**src/rtl/irq_pkg.sv**
```systemverilog
// Shared types for the interrupt controller; also imported by the core top
// so it can decode the controller's debug state.
package irq_pkg;

    typedef enum logic [1:0] {
        IRQ_IDLE    = 2'd0,
        IRQ_REQ     = 2'd1,
        IRQ_SERVICE = 2'd2
    } irq_state_t;

    // Width of an id able to name n sources; never narrower than one bit.
    function automatic int IRQ_ID_W(input int n);
        if (n <= 1) begin
            return 1;
        end
        return $clog2(n);
    endfunction

endpackage

```
**src/rtl/irq_controller_if.sv**
```systemverilog
// Request/service link between the interrupt controller and the fetch stage.
//
// Handshake: the controller raises interrupt with a stable irq_id and keeps
// both unchanged until fetch answers with a one-cycle ack; the ack edge is the
// transfer point (interrupt drops, rdi_data becomes valid for the handler).
// The handler ends with a one-cycle rti. ack while no request is presented,
// and rti while nothing is in service, are ignored by the controller.
interface irq_controller_if
    import irq_pkg::*;
#(
    parameter int NUM_SRC = 4,
    parameter int DATA_W  = 32
);
    localparam int ID_W = IRQ_ID_W(NUM_SRC);

    logic              interrupt;
    logic [ID_W-1:0]   irq_id;
    logic [DATA_W-1:0] rdi_data;
    logic              ack;
    logic              rti;

    // Controller side.
    modport master (
        output interrupt,
        output irq_id,
        output rdi_data,
        input  ack,
        input  rti
    );

    // Fetch/core side.
    modport slave (
        input  interrupt,
        input  irq_id,
        input  rdi_data,
        output ack,
        output rti
    );
endinterface

```
**src/rtl/irq_sync.sv**
```systemverilog
// One request line: multi-flop synchroniser plus a rise detector built on a
// delayed copy of the synced level.
module irq_sync #(
    parameter int SYNC_STAGES = 2
) (
    input  logic clk,
    input  logic rst,
    input  logic i_async,
    output logic o_level,
    output logic o_rise
);
    logic [SYNC_STAGES-1:0] r_chain;
    logic                   r_prev;

    // Shift the raw line through the synchroniser chain.
    always_ff @(posedge clk or posedge rst) begin
        if (rst) begin
            r_chain <= '0;
        end else begin
            r_chain <= {r_chain[SYNC_STAGES-2:0], i_async};
        end
    end

    // Remember last cycle's synced level for the rise detector.
    always_ff @(posedge clk or posedge rst) begin
        if (rst) begin
            r_prev <= 1'b0;
        end else begin
            r_prev <= r_chain[SYNC_STAGES-1];
        end
    end

    assign o_level = r_chain[SYNC_STAGES-1];
    assign o_rise  = r_chain[SYNC_STAGES-1] & ~r_prev;
endmodule

```
**src/rtl/irq_controller.sv**
```systemverilog
// Interrupt controller: per-source pending/overrun/hold latching, fixed or
// round-robin arbitration and the IDLE/REQ/SERVICE request FSM toward fetch.
module irq_controller
    import irq_pkg::*;
#(
    parameter int               NUM_SRC     = 4,
    parameter int               DATA_W      = 32,
    parameter int               SYNC_STAGES = 2,
    parameter logic [NUM_SRC-1:0] EDGE_MASK = NUM_SRC'(4'b0011),
    parameter int               RR_EN       = 0
) (
    input  logic                      clk,
    input  logic                      rst,
    input  logic [NUM_SRC-1:0]        irq_src,
    input  logic [NUM_SRC*DATA_W-1:0] src_data,
    input  logic [NUM_SRC-1:0]        irq_mask,
    irq_controller_if.master          bus,
    output logic [NUM_SRC-1:0]        pending,
    output logic [NUM_SRC-1:0]        overrun,
    output irq_state_t                dbg_state
);
    localparam int ID_W = IRQ_ID_W(NUM_SRC);

    logic [NUM_SRC-1:0] w_level;
    logic [NUM_SRC-1:0] w_rise;
    logic [NUM_SRC-1:0] w_clr;
    logic [NUM_SRC-1:0] w_req;
    logic [ID_W-1:0]    w_start;
    logic [ID_W-1:0]    w_winner;
    logic               w_found;

    logic [NUM_SRC-1:0] r_pending;
    logic [NUM_SRC-1:0] r_overrun;
    logic [DATA_W-1:0]  r_hold [NUM_SRC];
    irq_state_t         r_state;
    logic               r_interrupt;
    logic [ID_W-1:0]    r_irq_id;
    logic [DATA_W-1:0]  r_rdi_data;
    logic [ID_W-1:0]    r_rr_ptr;

    for (genvar g = 0; g < NUM_SRC; g++) begin : g_sync
        irq_sync #(.SYNC_STAGES(SYNC_STAGES)) u_sync (
            .clk     (clk),
            .rst     (rst),
            .i_async (irq_src[g]),
            .o_level (w_level[g]),
            .o_rise  (w_rise[g])
        );
    end

    // Source being acknowledged this cycle (only meaningful in REQ).
    always_comb begin
        w_clr = '0;
        for (int i = 0; i < NUM_SRC; i++) begin
            w_clr[i] = (r_state == IRQ_REQ) && bus.ack && (r_irq_id == ID_W'(i));
        end
    end

    // Latch pending/overrun and capture source data when a request appears.
    always_ff @(posedge clk or posedge rst) begin
        if (rst) begin
            r_pending <= '0;
            r_overrun <= '0;
            for (int i = 0; i < NUM_SRC; i++) begin
                r_hold[i] <= '0;
            end
        end else begin
            for (int i = 0; i < NUM_SRC; i++) begin
                if (EDGE_MASK[i]) begin
                    if (w_rise[i]) begin
                        if (r_pending[i] && !w_clr[i]) begin
                            // Second event before service: flag it, keep first data.
                            r_overrun[i] <= 1'b1;
                        end else begin
                            // Fresh event, or event racing its own ack: set wins.
                            r_pending[i] <= 1'b1;
                            r_hold[i]    <= src_data[i*DATA_W +: DATA_W];
                            if (w_clr[i]) begin
                                r_overrun[i] <= 1'b0;
                            end
                        end
                    end else if (w_clr[i]) begin
                        r_pending[i] <= 1'b0;
                        r_overrun[i] <= 1'b0;
                    end
                end else begin
                    // Level source tracks the line; the ack clears it for one
                    // cycle unless a new rise lands on the same edge.
                    r_pending[i] <= w_level[i] & ~(w_clr[i] & ~w_rise[i]);
                    r_overrun[i] <= 1'b0;
                    if (w_level[i] && (w_rise[i] || !w_clr[i]) &&
                        (!r_pending[i] || w_clr[i])) begin
                        r_hold[i] <= src_data[i*DATA_W +: DATA_W];
                    end
                end
            end
        end
    end

    assign w_req   = r_pending & ~irq_mask;
    assign w_start = (RR_EN != 0) ? r_rr_ptr : '0;

    // Pick the first requesting source, searching upward from w_start with wrap.
    always_comb begin
        int v_idx;
        w_found  = 1'b0;
        w_winner = '0;
        v_idx    = 0;
        for (int k = 0; k < NUM_SRC; k++) begin
            v_idx = (int'(w_start) + k) % NUM_SRC;
            if (!w_found && w_req[v_idx]) begin
                w_found  = 1'b1;
                w_winner = ID_W'(v_idx);
            end
        end
    end

    // Request FSM with registered interrupt, id, handler data and RR pointer.
    always_ff @(posedge clk or posedge rst) begin
        if (rst) begin
            r_state     <= IRQ_IDLE;
            r_interrupt <= 1'b0;
            r_irq_id    <= '0;
            r_rdi_data  <= '0;
            r_rr_ptr    <= '0;
        end else begin
            case (r_state)
                IRQ_IDLE: begin
                    if (w_found) begin
                        r_state     <= IRQ_REQ;
                        r_interrupt <= 1'b1;
                        r_irq_id    <= w_winner;
                    end
                end
                IRQ_REQ: begin
                    // Held until ack even if the winner gets masked meanwhile.
                    if (bus.ack) begin
                        r_state     <= IRQ_SERVICE;
                        r_interrupt <= 1'b0;
                        r_rdi_data  <= r_hold[r_irq_id];
                        if (RR_EN != 0) begin
                            r_rr_ptr <= (r_irq_id == ID_W'(NUM_SRC - 1)) ? '0
                                                                          : r_irq_id + 1'b1;
                        end
                    end
                end
                IRQ_SERVICE: begin
                    if (bus.rti) begin
                        r_state <= IRQ_IDLE;
                    end
                end
                default: begin
                    r_state     <= IRQ_IDLE;
                    r_interrupt <= 1'b0;
                end
            endcase
        end
    end

    assign bus.interrupt = r_interrupt;
    assign bus.irq_id    = r_irq_id;
    assign bus.rdi_data  = r_rdi_data;
    assign pending       = r_pending;
    assign overrun       = r_overrun;
    assign dbg_state     = r_state;
endmodule

```
**src/flat_wrapper.sv**
```systemverilog
// flat-port wrapper written by rule: the top's interface ports become plain ports
module irq_controller_flat import irq_pkg::*;
#(
    parameter int               NUM_SRC     = 4,
    parameter int               DATA_W      = 32,
    parameter int               SYNC_STAGES = 2,
    parameter logic [NUM_SRC-1:0] EDGE_MASK = NUM_SRC'(4'b0011),
    parameter int               RR_EN       = 0
)
  (clk, rst, irq_src, src_data, irq_mask, pending, overrun, dbg_state, bus_interrupt, bus_irq_id, bus_rdi_data, bus_ack, bus_rti);
  irq_controller_if #(.NUM_SRC(NUM_SRC), .DATA_W(DATA_W)) bus_i ();
  input  logic clk;
  input  logic rst;
  input  logic [NUM_SRC-1:0] irq_src;
  input  logic [NUM_SRC*DATA_W-1:0] src_data;
  input  logic [NUM_SRC-1:0] irq_mask;
  output logic [NUM_SRC-1:0] pending;
  output logic [NUM_SRC-1:0] overrun;
  output irq_state_t dbg_state;
  output wire logic [$bits(bus_i.interrupt)-1:0] bus_interrupt;
  output wire logic [$bits(bus_i.irq_id)-1:0] bus_irq_id;
  output wire logic [$bits(bus_i.rdi_data)-1:0] bus_rdi_data;
  input wire logic [$bits(bus_i.ack)-1:0] bus_ack;
  input wire logic [$bits(bus_i.rti)-1:0] bus_rti;
  assign bus_interrupt = bus_i.interrupt;
  assign bus_irq_id = bus_i.irq_id;
  assign bus_rdi_data = bus_i.rdi_data;
  assign bus_i.ack = bus_ack;
  assign bus_i.rti = bus_rti;
  irq_controller #(.NUM_SRC(NUM_SRC), .DATA_W(DATA_W), .SYNC_STAGES(SYNC_STAGES), .EDGE_MASK(EDGE_MASK), .RR_EN(RR_EN)) u_core (.clk(clk), .rst(rst), .irq_src(irq_src), .src_data(src_data), .irq_mask(irq_mask), .bus(bus_i), .pending(pending), .overrun(overrun), .dbg_state(dbg_state));
endmodule
```
**config.mk**
```make
export PLATFORM = sky130hd
export DESIGN_NAME = irq_controller_flat
export DESIGN_NICKNAME = d
export VERILOG_FILES = /design/src/rtl/irq_pkg.sv /design/src/rtl/irq_controller_if.sv /design/src/rtl/irq_sync.sv /design/src/rtl/irq_controller.sv /design/src/flat_wrapper.sv
export SDC_FILE = /design/constraint.sdc
export NUM_CORES = 1
export LEC_CHECK = 0
export ABC_AREA = 1
export CAP_MARGIN = 40
export CORE_MARGIN = 10
export CORE_UTILIZATION = 50
export CTS_BUF_LIST = sky130_fd_sc_hd__clkbuf_16
export DETAILED_ROUTE_END_ITERATION = 12
export PLACE_DENSITY = 0.84
export RECOVER_POWER = 50
export SETUP_SLACK_MARGIN = 0.2
export SYNTH_ARGS = -nofsm -noshare
export SYNTH_HDL_FRONTEND = slang
export SYNTH_HIERARCHICAL = 1
export SYNTH_SLANG_ARGS = --single-unit
```
**constraint.sdc**
```tcl
create_clock -name clk -period 7.95 [get_ports clk]
set_input_delay 1.59 -clock clk [delete_from_list [all_inputs] [get_ports clk]]
set_output_delay 1.59 -clock clk [all_outputs]
set_load 0.02 [all_outputs]
```
==> run metrics <==
# fillers=1,270; CP required=8.26 ns; clk slew on worst S/H paths=0.07 ns; Clock Latency Late Sink=0.43 ns; Yosys reg bits=183; top-count cell post-synth=nand2_1; max-cap violation count=2; routed wire length=25.66 mm; TritonCTS clock tree=yes; area leader, netlist=dfrtp_1; RSZ-0062 raised after global routing=false; Final period util=0.6932; Max clock buf depth=2; Register Area=0.004579 mm²; critical path fanouts, max=33; Max Clk Rate=181.4 MHz; classification of the worst setup path=in2reg; clk sinks=183; Gate Count Post-Synth=967; register area share after synthesis=0.5749; CORE AREA=0.01577 mm²; Top Ports=185; switching share of power=0.3814; switching power=0.001369 W; largest net degree at the start of global routing=71; YS warnings=6; Area growth syn-to-layout=34.64%; GRT Resource Usage Total=0.2404; total grt overflow=0; H-tree levels=4; wire length per cell=19.02 µm; asr flop ratio synth=1.000; final hold vios=0; die area=0.02138 mm²; Leakage=5.243 nW; Post-synth EDFFs=0; die height=146.2 µm; Least-Margin Pin Slew=2.066 ns; VDD IR-drop max=0.1694 mV; area of the multi-input gates=0.003055 mm²; Netlist Area Pre-Place=0.007965 mm²; status=finished with violations; DR vias=7,433; DRT iter0 DRCs=824; cells on worst reg2reg path=8; share of post-route cells with drive strength above 1=0.05472; row count=46; GP Congestion=0.8415; antenna violations before repair=0; crit path from=bus_ack; Max Clock Skew=0.009886 ns; max_slew headroom=-0.3773; Routed Antenna Nets=0; RR Startpoint=u_core/dbg_state[1]; Num CTS Buffers=17; PwrDens=334.7 mW/mm²; Commonest cells post-synth=nand2_1 (495), dfrtp_1 (183), nand4_1 (96); drt first pass iters=5; Slew Viols, Final=75; CTS Hold Bufs=0; number of global-route vias before repair=7,446; Placed Area=0.01019 mm²; setup_tns=0 ns; flop2flop setup slack=3.68 ns; design area=0.01072 mm²; worst path arrival time=5.82 ns; nets@finish=1,260; Slowest cell on crit path=o21ai_4; FF-to-FF End=u_core/r_hold[3]; CTS root buf=clkbuf_16; crit-path cells=dlygate4sd3_1, nand3_1, clkbuf_1, o21ai_4, nand3_1, buf_16, nand2_1, nand2_1; Starting Density=0.5051; CP Capture Point=u_core/r_hold[3]; Synth top area share=0.5749; IO buf count=182; first-pass GRT wire length=41.01 mm; worst hold path type=reg2reg; sequential share of power=0.403; Final setup viols=0; final period demand of the worst path=5.511 ns; critical path endpoint category=flop; PostCTS Resize Cnt=0; main flop type after synthesis=dfrtp_1; vias per cell=5.510; failing checks=max-capacitance violations, max-slew violations; Antenna diodes=0; crit-path max cell delay=0.88 ns; DRC=0; Cell Int Power=0.002221 W; Post-CTS Setup Bufs=0; synthesized area per cell=8.237 µm²; Yosys cell types=22; hpwl dp=17.87 mm; crit path launch type=input pin; most area-consuming cells after synthesis=dfrtp_1 (57%), nand2_1 (23%), nand4_1 (7.5%); Clock power frac=0.233; combinational share of power=0.364; Die X=146.2 µm
-- power by group through the flow --
stage          logic [W]  clock network [W]  registers [W]
5_1_grt          0.00144           0.000883        0.00148
2_1_floorplan   0.000667                  0        0.00150
3_3_place_gp     0.00118                  0        0.00144
4_1_cts          0.00132           0.000844        0.00144
6_report         0.00131           0.000836        0.00145
3_5_place_dp     0.00132                  0        0.00145
-- stage by stage --
step	setup slack, ns	hold WS [ns]	total power [W]	cells	util
after floorplan	1.728	0.3312	0.002167	968	-
after global placement	2.373	0.3346	0.002627	1306	0.6272
after detailed placement	2.971	0.3347	0.002767	1317	0.6459
after CTS	3.318	0.3469	0.003609	1349	0.6826
after global routing	2.105	0.3531	0.003799	1349	0.6800
final	2.439	0.3457	0.003590	1349	0.6800
-- placed cells by master, fill, tap and decap left out --
| master | netlist | final |
|---|---|---|
| buf_16 | 0 | 9 |
| clkbuf_16 | 0 | 17 |
| clkinvlp_2 | 0 | 1 |
| o31ai_1 | 1 | 1 |
| a21oi_1 | 1 | 1 |
| inv_6 | 0 | 3 |
| nand4_1 | 96 | 96 |
| clkdlybuf4s50_1 | 0 | 163 |
| o21ai_4 | 2 | 4 |
| clkbuf_1 | 43 | 3 |
| clkinvlp_4 | 0 | 4 |
| buf_12 | 0 | 1 |
| nor2_1 | 4 | 3 |
| nand2_2 | 1 | 1 |
| and2_1 | 2 | 2 |
| o21ai_0 | 9 | 9 |
| clkinv_2 | 0 | 3 |
| bufinv_16 | 0 | 2 |
| inv_1 | 25 | 24 |
| dlygate4sd3_1 | 0 | 19 |
| nand2_1 | 495 | 495 |
| nand3_1 | 67 | 66 |
| dfrtp_1 | 183 | 183 |
| clkinv_4 | 0 | 2 |
| buf_4 | 4 | 5 |
| nand3_2 | 2 | 3 |
| conb_1 | 1 | 2 |
| clkinv_1 | 2 | 3 |
| nor2_4 | 0 | 5 |
| nor2_2 | 6 | 2 |
| a21o_1 | 1 | 1 |
-- flip-flops by register name, summed over array words and instances, names as in the netlist --
register / flops
u_core/dbg_state: 2
u_core/bus.interrupt: 1
u_core/pending: 4
u_core/g_sync.u_sync/r_chain: 8
u_core/bus.rdi_data: 32
u_core/bus.irq_id: 2
u_core/g_sync.u_sync/r_prev: 4
u_core/overrun: 2
u_core/r_hold: 128
-- critical path: cells and delay by family --
kind / cells / cell delay (ns)
AO/OA/AOI/OAI: 1 / 0.88
buffers and inverters: 3 / 1.69
AND/OR/NAND/NOR: 4 / 1.64
-- how the worst min path moves through the flow --
stage,depth (start not counted),from,end
after floorplan,0,u_core/g_sync[0].u_sync/r_chain[0],u_core/g_sync[0].u_sync/r_chain[1]
after global placement,0,u_core/g_sync[0].u_sync/r_chain[0],u_core/g_sync[0].u_sync/r_chain[1]
after detailed placement,0,u_core/g_sync[2].u_sync/r_chain[0],u_core/g_sync[2].u_sync/r_chain[1]
after CTS,0,u_core/g_sync[2].u_sync/r_chain[0],u_core/g_sync[2].u_sync/r_chain[1]
after global routing,0,u_core/g_sync[2].u_sync/r_chain[0],u_core/g_sync[2].u_sync/r_chain[1]
final,0,u_core/g_sync[2].u_sync/r_chain[0],u_core/g_sync[2].u_sync/r_chain[1]
-- routing by layer --
metal,track usage,vias up,part of all wire
met4,0.07908,0,0.020
met1,0.3108,3592,0.42
met3,0.05562,37,0.076
met2,0.3904,377,0.49
met5,0,-,0
li1,-,3427,-
-- logic make-up (layout without fill, tap and decap cells) --
logic type,count (synthesis),count (layout),synth area share
simple gates,673,673,0.3622
compound gates,16,16,0.01351
other cells,1,2,0.0004708
buf+inv,94,259,0.04885
flops,183,183,0.5749
-- cell type report --
class	count	share of cell area
Clock buffer	17	0.03967
Clock inverter	15	0.01423
Inverter	27	0.009567
Multi-Input combinational cell	691	0.2849
Sequential cell	183	0.4270
Tap cell	216	0.02520
Timing Repair Buffer	200	0.1994
Power figures use the tool's default switching activity.
